$ cat src/rtl/hd_program_loader.sv
// Copies a program image from the track/sector disk into instruction memory, one word per
// sector, owning disk addressing and IM write strobes for the whole transfer.
module hd_program_loader #(
  parameter int unsigned DATA_W = 32,
  parameter int unsigned HD_LAT = 1
) (
  input  logic              CLK,
  input  logic              Reset,
  input  logic              Start,
  input  logic [DATA_W-1:0] SrcTrilha,
  input  logic [DATA_W-1:0] SrcSetor,
  input  logic [DATA_W-1:0] NumWords,
  input  logic [DATA_W-1:0] DstAddr,
  output logic [DATA_W-1:0] HDTrilha,
  output logic [DATA_W-1:0] HDSetor,
  input  logic [DATA_W-1:0] HDData,
  output logic [DATA_W-1:0] IMAddr,
  output logic [DATA_W-1:0] IMData,
  output logic              IMWrite,
  output logic              Busy,
  output logic              Done,
  output logic [DATA_W-1:0] WordsDone
);

  typedef enum logic [2:0] {StIdle, StRead, StWait, StWrite, StDone} state_e;

  // Last WAIT count before data is valid; WAIT is never entered when HD_LAT is 1.
  localparam logic [2:0] WaitLast = 3'((HD_LAT > 1) ? HD_LAT - 2 : 0);

  state_e            state_q, state_d;
  logic [DATA_W-1:0] trk_q, trk_d;
  logic [DATA_W-1:0] sec_q, sec_d;
  logic [DATA_W-1:0] num_q, num_d;
  logic [DATA_W-1:0] dst_q, dst_d;
  logic [DATA_W-1:0] idx_q, idx_d;
  logic [DATA_W-1:0] words_q, words_d;
  logic [DATA_W-1:0] hd_trk_q, hd_trk_d;
  logic [DATA_W-1:0] hd_sec_q, hd_sec_d;
  logic [2:0]        cnt_q, cnt_d;
  logic [DATA_W-1:0] idx_inc;

  assign idx_inc = idx_q + 1'b1;

  always_comb begin
    state_d  = state_q;
    trk_d    = trk_q;
    sec_d    = sec_q;
    num_d    = num_q;
    dst_d    = dst_q;
    idx_d    = idx_q;
    words_d  = words_q;
    hd_trk_d = hd_trk_q;
    hd_sec_d = hd_sec_q;
    cnt_d    = cnt_q;
    unique case (state_q)
      StIdle: begin
        if (Start) begin
          trk_d   = SrcTrilha;
          sec_d   = SrcSetor;
          num_d   = NumWords;
          dst_d   = DstAddr;
          idx_d   = '0;
          words_d = '0;
          if (NumWords == '0) begin
            state_d = StDone;
          end else begin
            // Address registers load here so they are valid during the READ cycle.
            hd_trk_d = SrcTrilha;
            hd_sec_d = SrcSetor;
            state_d  = StRead;
          end
        end
      end
      StRead: begin
        cnt_d   = '0;
        state_d = (HD_LAT <= 1) ? StWrite : StWait;
      end
      StWait: begin
        if (cnt_q == WaitLast) begin
          state_d = StWrite;
        end else begin
          cnt_d = cnt_q + 3'd1;
        end
      end
      StWrite: begin
        idx_d   = idx_inc;
        words_d = words_q + 1'b1;
        if (idx_inc == num_q) begin
          state_d = StDone;
        end else begin
          hd_sec_d = sec_q + idx_inc;
          state_d  = StRead;
        end
      end
      StDone: begin
        state_d = StIdle;
      end
      default: begin
        state_d = StIdle;
      end
    endcase
  end

  always_ff @(posedge CLK) begin
    if (Reset) begin
      state_q  <= StIdle;
      trk_q    <= '0;
      sec_q    <= '0;
      num_q    <= '0;
      dst_q    <= '0;
      idx_q    <= '0;
      words_q  <= '0;
      hd_trk_q <= '0;
      hd_sec_q <= '0;
      cnt_q    <= '0;
    end else begin
      state_q  <= state_d;
      trk_q    <= trk_d;
      sec_q    <= sec_d;
      num_q    <= num_d;
      dst_q    <= dst_d;
      idx_q    <= idx_d;
      words_q  <= words_d;
      hd_trk_q <= hd_trk_d;
      hd_sec_q <= hd_sec_d;
      cnt_q    <= cnt_d;
    end
  end

  assign HDTrilha  = hd_trk_q;
  assign HDSetor   = hd_sec_q;
  assign IMWrite   = (state_q == StWrite);
  assign IMData    = IMWrite ? HDData : '0;
  assign IMAddr    = dst_q + idx_q;
  assign Busy      = (state_q != StIdle);
  assign Done      = (state_q == StDone);
  assign WordsDone = words_q;

  // trk_q is kept so the track is part of the latched transfer context.
  logic unused_trk;
  assign unused_trk = ^trk_q;

endmodule

$ cat config.mk
export PLATFORM = sky130hd
export DESIGN_NAME = hd_program_loader
export DESIGN_NICKNAME = d
export VERILOG_FILES = /design/src/rtl/hd_program_loader.sv
export SDC_FILE = /design/constraint.sdc
export NUM_CORES = 1
export LEC_CHECK = 0
export ABC_CLOCK_PERIOD_IN_PS = 5800
export BUFFER_PORTS_ARGS = -buffer_cell sky130_fd_sc_hd__buf_4
export CAP_MARGIN = 20
export CORE_MARGIN = 2
export CORE_UTILIZATION = 30
export CTS_BUF_LIST = sky130_fd_sc_hd__clkbuf_16
export DETAILED_ROUTE_END_ITERATION = 10
export RECOVER_POWER = 50
export SYNTH_ARGS = -nofsm -noshare
export SYNTH_HDL_FRONTEND = slang
export SYNTH_SLANG_ARGS = --single-unit
$ cat constraint.sdc
create_clock -name CLK -period 5.8 [get_ports CLK]
set_clock_uncertainty 0.2 [all_clocks]
set_input_delay 0.29 -clock CLK [delete_from_list [all_inputs] [get_ports CLK]]
set_output_delay 0.29 -clock CLK [all_outputs]
set_load 0.005 [all_outputs]
# After elaboration in Yosys (flattened, before gate mapping)
# Cells that the tools add are included.
# op_classes
mux	15
reduce_logical	12
n_bitwise	1
eq_ne	10
add_sub_neg	5
# op_table
operator	n
one-hot mux 32 bit (2 select lines)	3
two-way mux 32 bit	5
adder 32 x 1 -> 32 bit (second input constant)	2
adder 32 bit	2
equality test 32 bit	1
zero test 32 bit	1
two-way mux 3 bit	5
one-hot mux 3 bit (4 select lines)	1
!= test 2 bit (second input constant)	5
AND reduction 2 bit	4
equality test 3 x 2 -> 1 bit (second input constant)	2
zero test 3 bit	2
one-hot mux 3 bit (2 select lines)	1
AND reduction 4 bit	1
nonzero test 2 bit	2
adder 3 x 1 -> 3 bit (second input constant)	1
equality test 3 x 1 -> 1 bit (second input constant)	1
equality test 3 bit (second input constant)	1
AND reduction 3 bit	1
nonzero test 3 bit	1
inverter 1 bit	1
# word_totals
input_bits	163
out_inout_bits	163
regBits	230

# Longest topological paths before layout
# logic_depth
ltp_word	4
ltp_mapped	18
depth_no_buf	16

# Worst setup path after synthesis
# OpenSTA, ideal clock, no wires.
# synth_timing
kind	reg-to-reg
from	register idx_q[0]
to	register hd_sec_q[24] (netlist: HDSetor[24])
required_ns	5.460
slack_ns	1.669
arrival_ns	3.791
synth_period_minus_slack_ns	4.131
n_path_buf	1
path_stages_with_launch	15
cell_sequence	dfxtp_1 -> ha_1 -> buf_2 -> nand4_2 -> nor4_1 -> xor2_1 -> ha_1 -> and3_1 -> a211o_1 -> or4_1 -> a311o_1 -> a31oi_1 -> mux2i_1 -> o21a_1 -> nor3_1
# synth_via
elab_chain_len	4
word_cells_on_any_way	7
classes_between	2 x add/sub; 2 x eq/ne; 2 x mux; 1 x reduce/logical
# synth_lines
element	line_no	text
start, declared	35	logic [DATA_W-1:0] idx_q, idx_d;
start signal, assigned	122	idx_q <= idx_d;
adder 32 x 1 -> 32 bit *	42	assign idx_inc = idx_q + 1'b1;
adder 32 bit or equality test 32 bit (tied branches)	91, 88	
two-way mux 32 bit or != test 2 bit (tied branches)	--	
one-hot mux 32 bit (2 select lines) or AND reduction 4 bit (tied branches)	--	
end signal, assigned	125	hd_sec_q <= hd_sec_d;
end, declared	38	logic [DATA_W-1:0] hd_sec_q, hd_sec_d;
# Mark *: on every way between the ends. The rest lies on a longest branch, timed or not. The select of a mux whose other input is x is not followed.
# A chain may end at the register's enable or synchronous reset.

# Worst setup path after layout
# layout_timing
from	register idx_q[0]
to	register hd_sec_q[27] (netlist: HDSetor[27])
# The elaborated chain is that of the path after synthesis.

==> impl_metrics.env <==
export IMPL_cts_setup_buffers=0
export IMPL_fillers=4770
export IMPL_fp_dieW_um=222
export IMPL_path_buf_inv=0
export IMPL_track_usage_pct=19.5
export IMPL_clock_latency_ns=0.59
export IMPL_overflow=0
export IMPL_regArea_um2=4600
export IMPL_yosysUniqueCellTypes=78
export IMPL_final_nets=2514
export IMPL_crit_path_start_kind="flip-flop"
export IMPL_post_dp_cell_area_um2=17000
export IMPL_clkSinkCount=230
export IMPL_drive_above_1_share_pct=17.5
export IMPL_synth_top_cell_by_area="dfxtp_1"
export IMPL_ir_drop_uv=210
export IMPL_htreeDepth=1
export IMPL_clock_path_buffers=3
export IMPL_syn_area_um2=14300
export IMPL_place_gp_congestion=0.905
export IMPL_stdcell_count=2908
export IMPL_slew_headroom_pct=-30.0
export IMPL_cts_buffers=30
export IMPL_cp_slowest_stage_delay_ns=0.56
export IMPL_final_util_pct=41.1
export IMPL_die_area_um2=49300
export IMPL_syn_to_final_growth_pct=34.5
export IMPL_cp_end_kind="flip-flop"
export IMPL_ctsResizeCount=0
export IMPL_slew_violations=160
export IMPL_setup_viol_count_final=0
export IMPL_yosys_warnings=0
export IMPL_cts_clk_slew_worst_paths_ns=0.06
export IMPL_grt_pass1_vias=14524
export IMPL_async_reset_ff_share_pct=0
export IMPL_synth_edf_count=0
export IMPL_die_y_um=222
export IMPL_hp_class="primary input to flip-flop"
export IMPL_io_pins=326
export IMPL_p_int_w=0.00312
export IMPL_cap_violations=3
export IMPL_fin_crit_sh_pct=91.9
export IMPL_clkPwrFrac_pct=42.4
export IMPL_hpwl_um=36500
export IMPL_place_ws_ns=0.612
export IMPL_cp_slowest_cell="o31ai_1"
export IMPL_synthCells=1900
export IMPL_ant_nets=0
export IMPL_setup_tns_ns=0
export IMPL_p_sw_w=0.00128
export IMPL_worst_pin_slew_ns=1.95
export IMPL_vias_per_cell=5.15
export IMPL_p_leak_nw=7.94
export IMPL_drt_total_wl_um=50400
export IMPL_ys_ff_latch=230
export IMPL_grt_max_degree=124
export IMPL_yosysTopAreaCellShare_pct=32.3
export IMPL_netlist_top_cells_area="dfxtp_1 (32%), nand2_1 (9.8%), a21oi_1 (8.5%), ha_1 (6.4%), xnor2_1 (4.1%)"
export IMPL_violations="max-capacitance violations, max-slew violations"
export IMPL_vias=14980
export IMPL_synth_ff_type="dfxtp_1"
export IMPL_cts_root_buffer="clkbuf_16"
export IMPL_switching_share_pct=29.1
export IMPL_drt_wirelength_per_cell_um=17.3
export IMPL_drt_initial_drc_count=859
export IMPL_status="complete, but fails checks"
export IMPL_antenna_found_initial=3
export IMPL_final_setup_worst_slack_ns=0.472
export IMPL_design_area_um2=19200
export IMPL_synth_fp_nets=2138
export IMPL_multi_input_area_um2=8970
export IMPL_synth_seq_area_share_pct=32.3
export IMPL_start_util_pct=30.5
export IMPL_io_buffers=325
export IMPL_grt_pass1_wl_um=78500
export IMPL_finalCriticalPeriod_ns=5.33
export IMPL_p_seq_share_pct=39.6
export IMPL_coreArea_um2=46800
export IMPL_path_delay_family="compound AO/OA/AOI/OAI gates"
export IMPL_p_per_area_nw_per_um2=230
export IMPL_avgSynthCellArea_um2=7.51
export IMPL_num_rows=79
export IMPL_cts_tree="built"
export IMPL_first_pass_iters=6
export IMPL_arrival_ns=5.62
export IMPL_grt_setup_unrepaired="no"
export IMPL_hold_violations=0
export IMPL_pwr_share_comb_pct=18.0
export IMPL_max_freq_mhz=188
export IMPL_worstPathCellList="ha_1, nand4_2, nor4_1, xor2_1, ha_1, and3_1, a221oi_1, a21oi_1, a22o_1, o31ai_1, a2111oi_0, o21ai_0, a21o_1, o21ai_0, a211oi_1"
export IMPL_worstSetupPathType="flip-flop to flip-flop"
export IMPL_path_max_fanout=10
export IMPL_worstPathRequired_ns=6.10
export IMPL_placed_cells=2719
export IMPL_drcViolationCount=0
-- cells by family (layout without fill, tap and decap cells) --
family / after synthesis / after routing / synth area share [%]
adders and majority gates: 75 / 75 / 6.68
buffers and inverters: 171 / 570 / 4.98
AOI/OAI and AO/OA: 487 / 487 / 22.0
and+or+nand+nor: 822 / 822 / 26.8
muxes: 18 / 18 / 1.35
DFF: 230 / 230 / 32.3
xor gates and xnor gates: 97 / 97 / 5.95
other: 0 / 2 / 0
-- timing repair --
item / in CTS / in global routing
endpoints found under the hold margin: 162 / 0
setup endpoints to repair: 0 / 0
hold buffers: 129 / 0
-- per-stage QoR --
| step | power [W] | hold slack (ns) |
|---|---|---|
| final | 0.00441 | 0.0820 |
| after global routing | 0.00461 | 0.109 |
| after CTS | 0.00448 | 0.0923 |
| after detailed placement | 0.00251 | 0.249 |
| after global placement | 0.00251 | 0.243 |
| after floorplan | 0.00218 | 0.226 |
-- registers in the layout (all words and copies together) (netlist names) --
signal / cells
dst_q: 32
cnt_q: 3
sec_q: 32
WordsDone: 32
HDTrilha: 32
idx_q: 32
state_q: 3
HDSetor: 32
num_q: 32
-- layer usage --
metal | GRT usage, % | vias up | wire, µm
met5 | 0 | - | 0
li1 | - | 7408 | -
met1 | 23.5 | 7081 | 21300
met3 | 3.29 | 75 | 2660
met2 | 35.2 | 416 | 24900
met4 | 6.06 | 0 | 1510
-- layout make-up --
cell class / instances / area share [%]
flip-flops and latches: 230 / 24.0
diodes: 2 / 0.0261
inverters: 50 / 0.978
repair buffers: 465 / 19.2
multi-input cells: 1499 / 46.7
well taps: 607 / 3.96
clock inverters: 25 / 1.22
clock buffers: 30 / 3.91
-- power by group through the flow --
stage,logic (W),registers [W],clock network (W)
floorplan,0.000418,0.00176,0
global placement,0.000727,0.00178,0
detailed placement,0.000735,0.00178,0
CTS,0.000808,0.00175,0.00192
global route,0.000871,0.00176,0.00198
finish,0.000792,0.00175,0.00187
-- synthesized netlist by cell type, types with 9 or more instances --
master and n:
a211oi_1 17, a211oi_2 9, a21o_1 24, a21oi_1 243, a22oi_1 9, a311oi_2 16
a31oi_1 9, and2_1 47, and3_1 17, and4_1 10, buf_1 9, buf_2 10
clkbuf_1 92, dfxtp_1 230, ha_1 73, inv_1 49, mux2_2 10, nand2_1 374
nand2b_1 21, nand3_1 56, nand4_1 23, nor2_1 152, nor3_1 40, nor4_1 24
o211ai_1 13, o21a_1 11, o21ai_0 63, or2_2 10, or3_1 15, xnor2_1 66
xor2_1 31
-- worst register-to-register path: stages, from the launching register on --
cell and delay [ns]:
dfxtp_1 0.50, ha_1 0.44, nand4_2 0.30, nor4_1 0.41, xor2_1 0.44, ha_1 0.39
and3_1 0.23, a221oi_1 0.29, a21oi_1 0.16, a22o_1 0.22, o31ai_1 0.56, a2111oi_0 0.27
o21ai_0 0.34, a21o_1 0.16, o21ai_0 0.07, a211oi_1 0.28
-- worst paths after layout --
check          startpoint           end  slack (ns)  cells after the start
min                 Reset     sec_q[27]        0.08                      2
max reg2reg      idx_q[0]   HDSetor[27]        0.47                     15
min reg2reg  HDTrilha[17]  HDTrilha[17]        0.25                      2
max              idx_q[0]   HDSetor[27]        0.47                     15
-- placed cells by master, fill, tap and decap left out, types with 21 or more instances in the layout --
cell type      count
nand2_1          374
a21oi_1          243
dfxtp_1          230
buf_4            226
nor2_1           152
dlygate4sd3_1    129
ha_1              73
xnor2_1           66
clkbuf_4          65
o21ai_0           63
nand3_1           56
inv_1             51
and2_1            45
clkbuf_1          41
nor3_1            40
xor2_1            31
clkbuf_16         30
a21o_1            24
nor4_1            24
nand4_1           23
nand2b_1          21
Power figures use the tool's default switching activity.
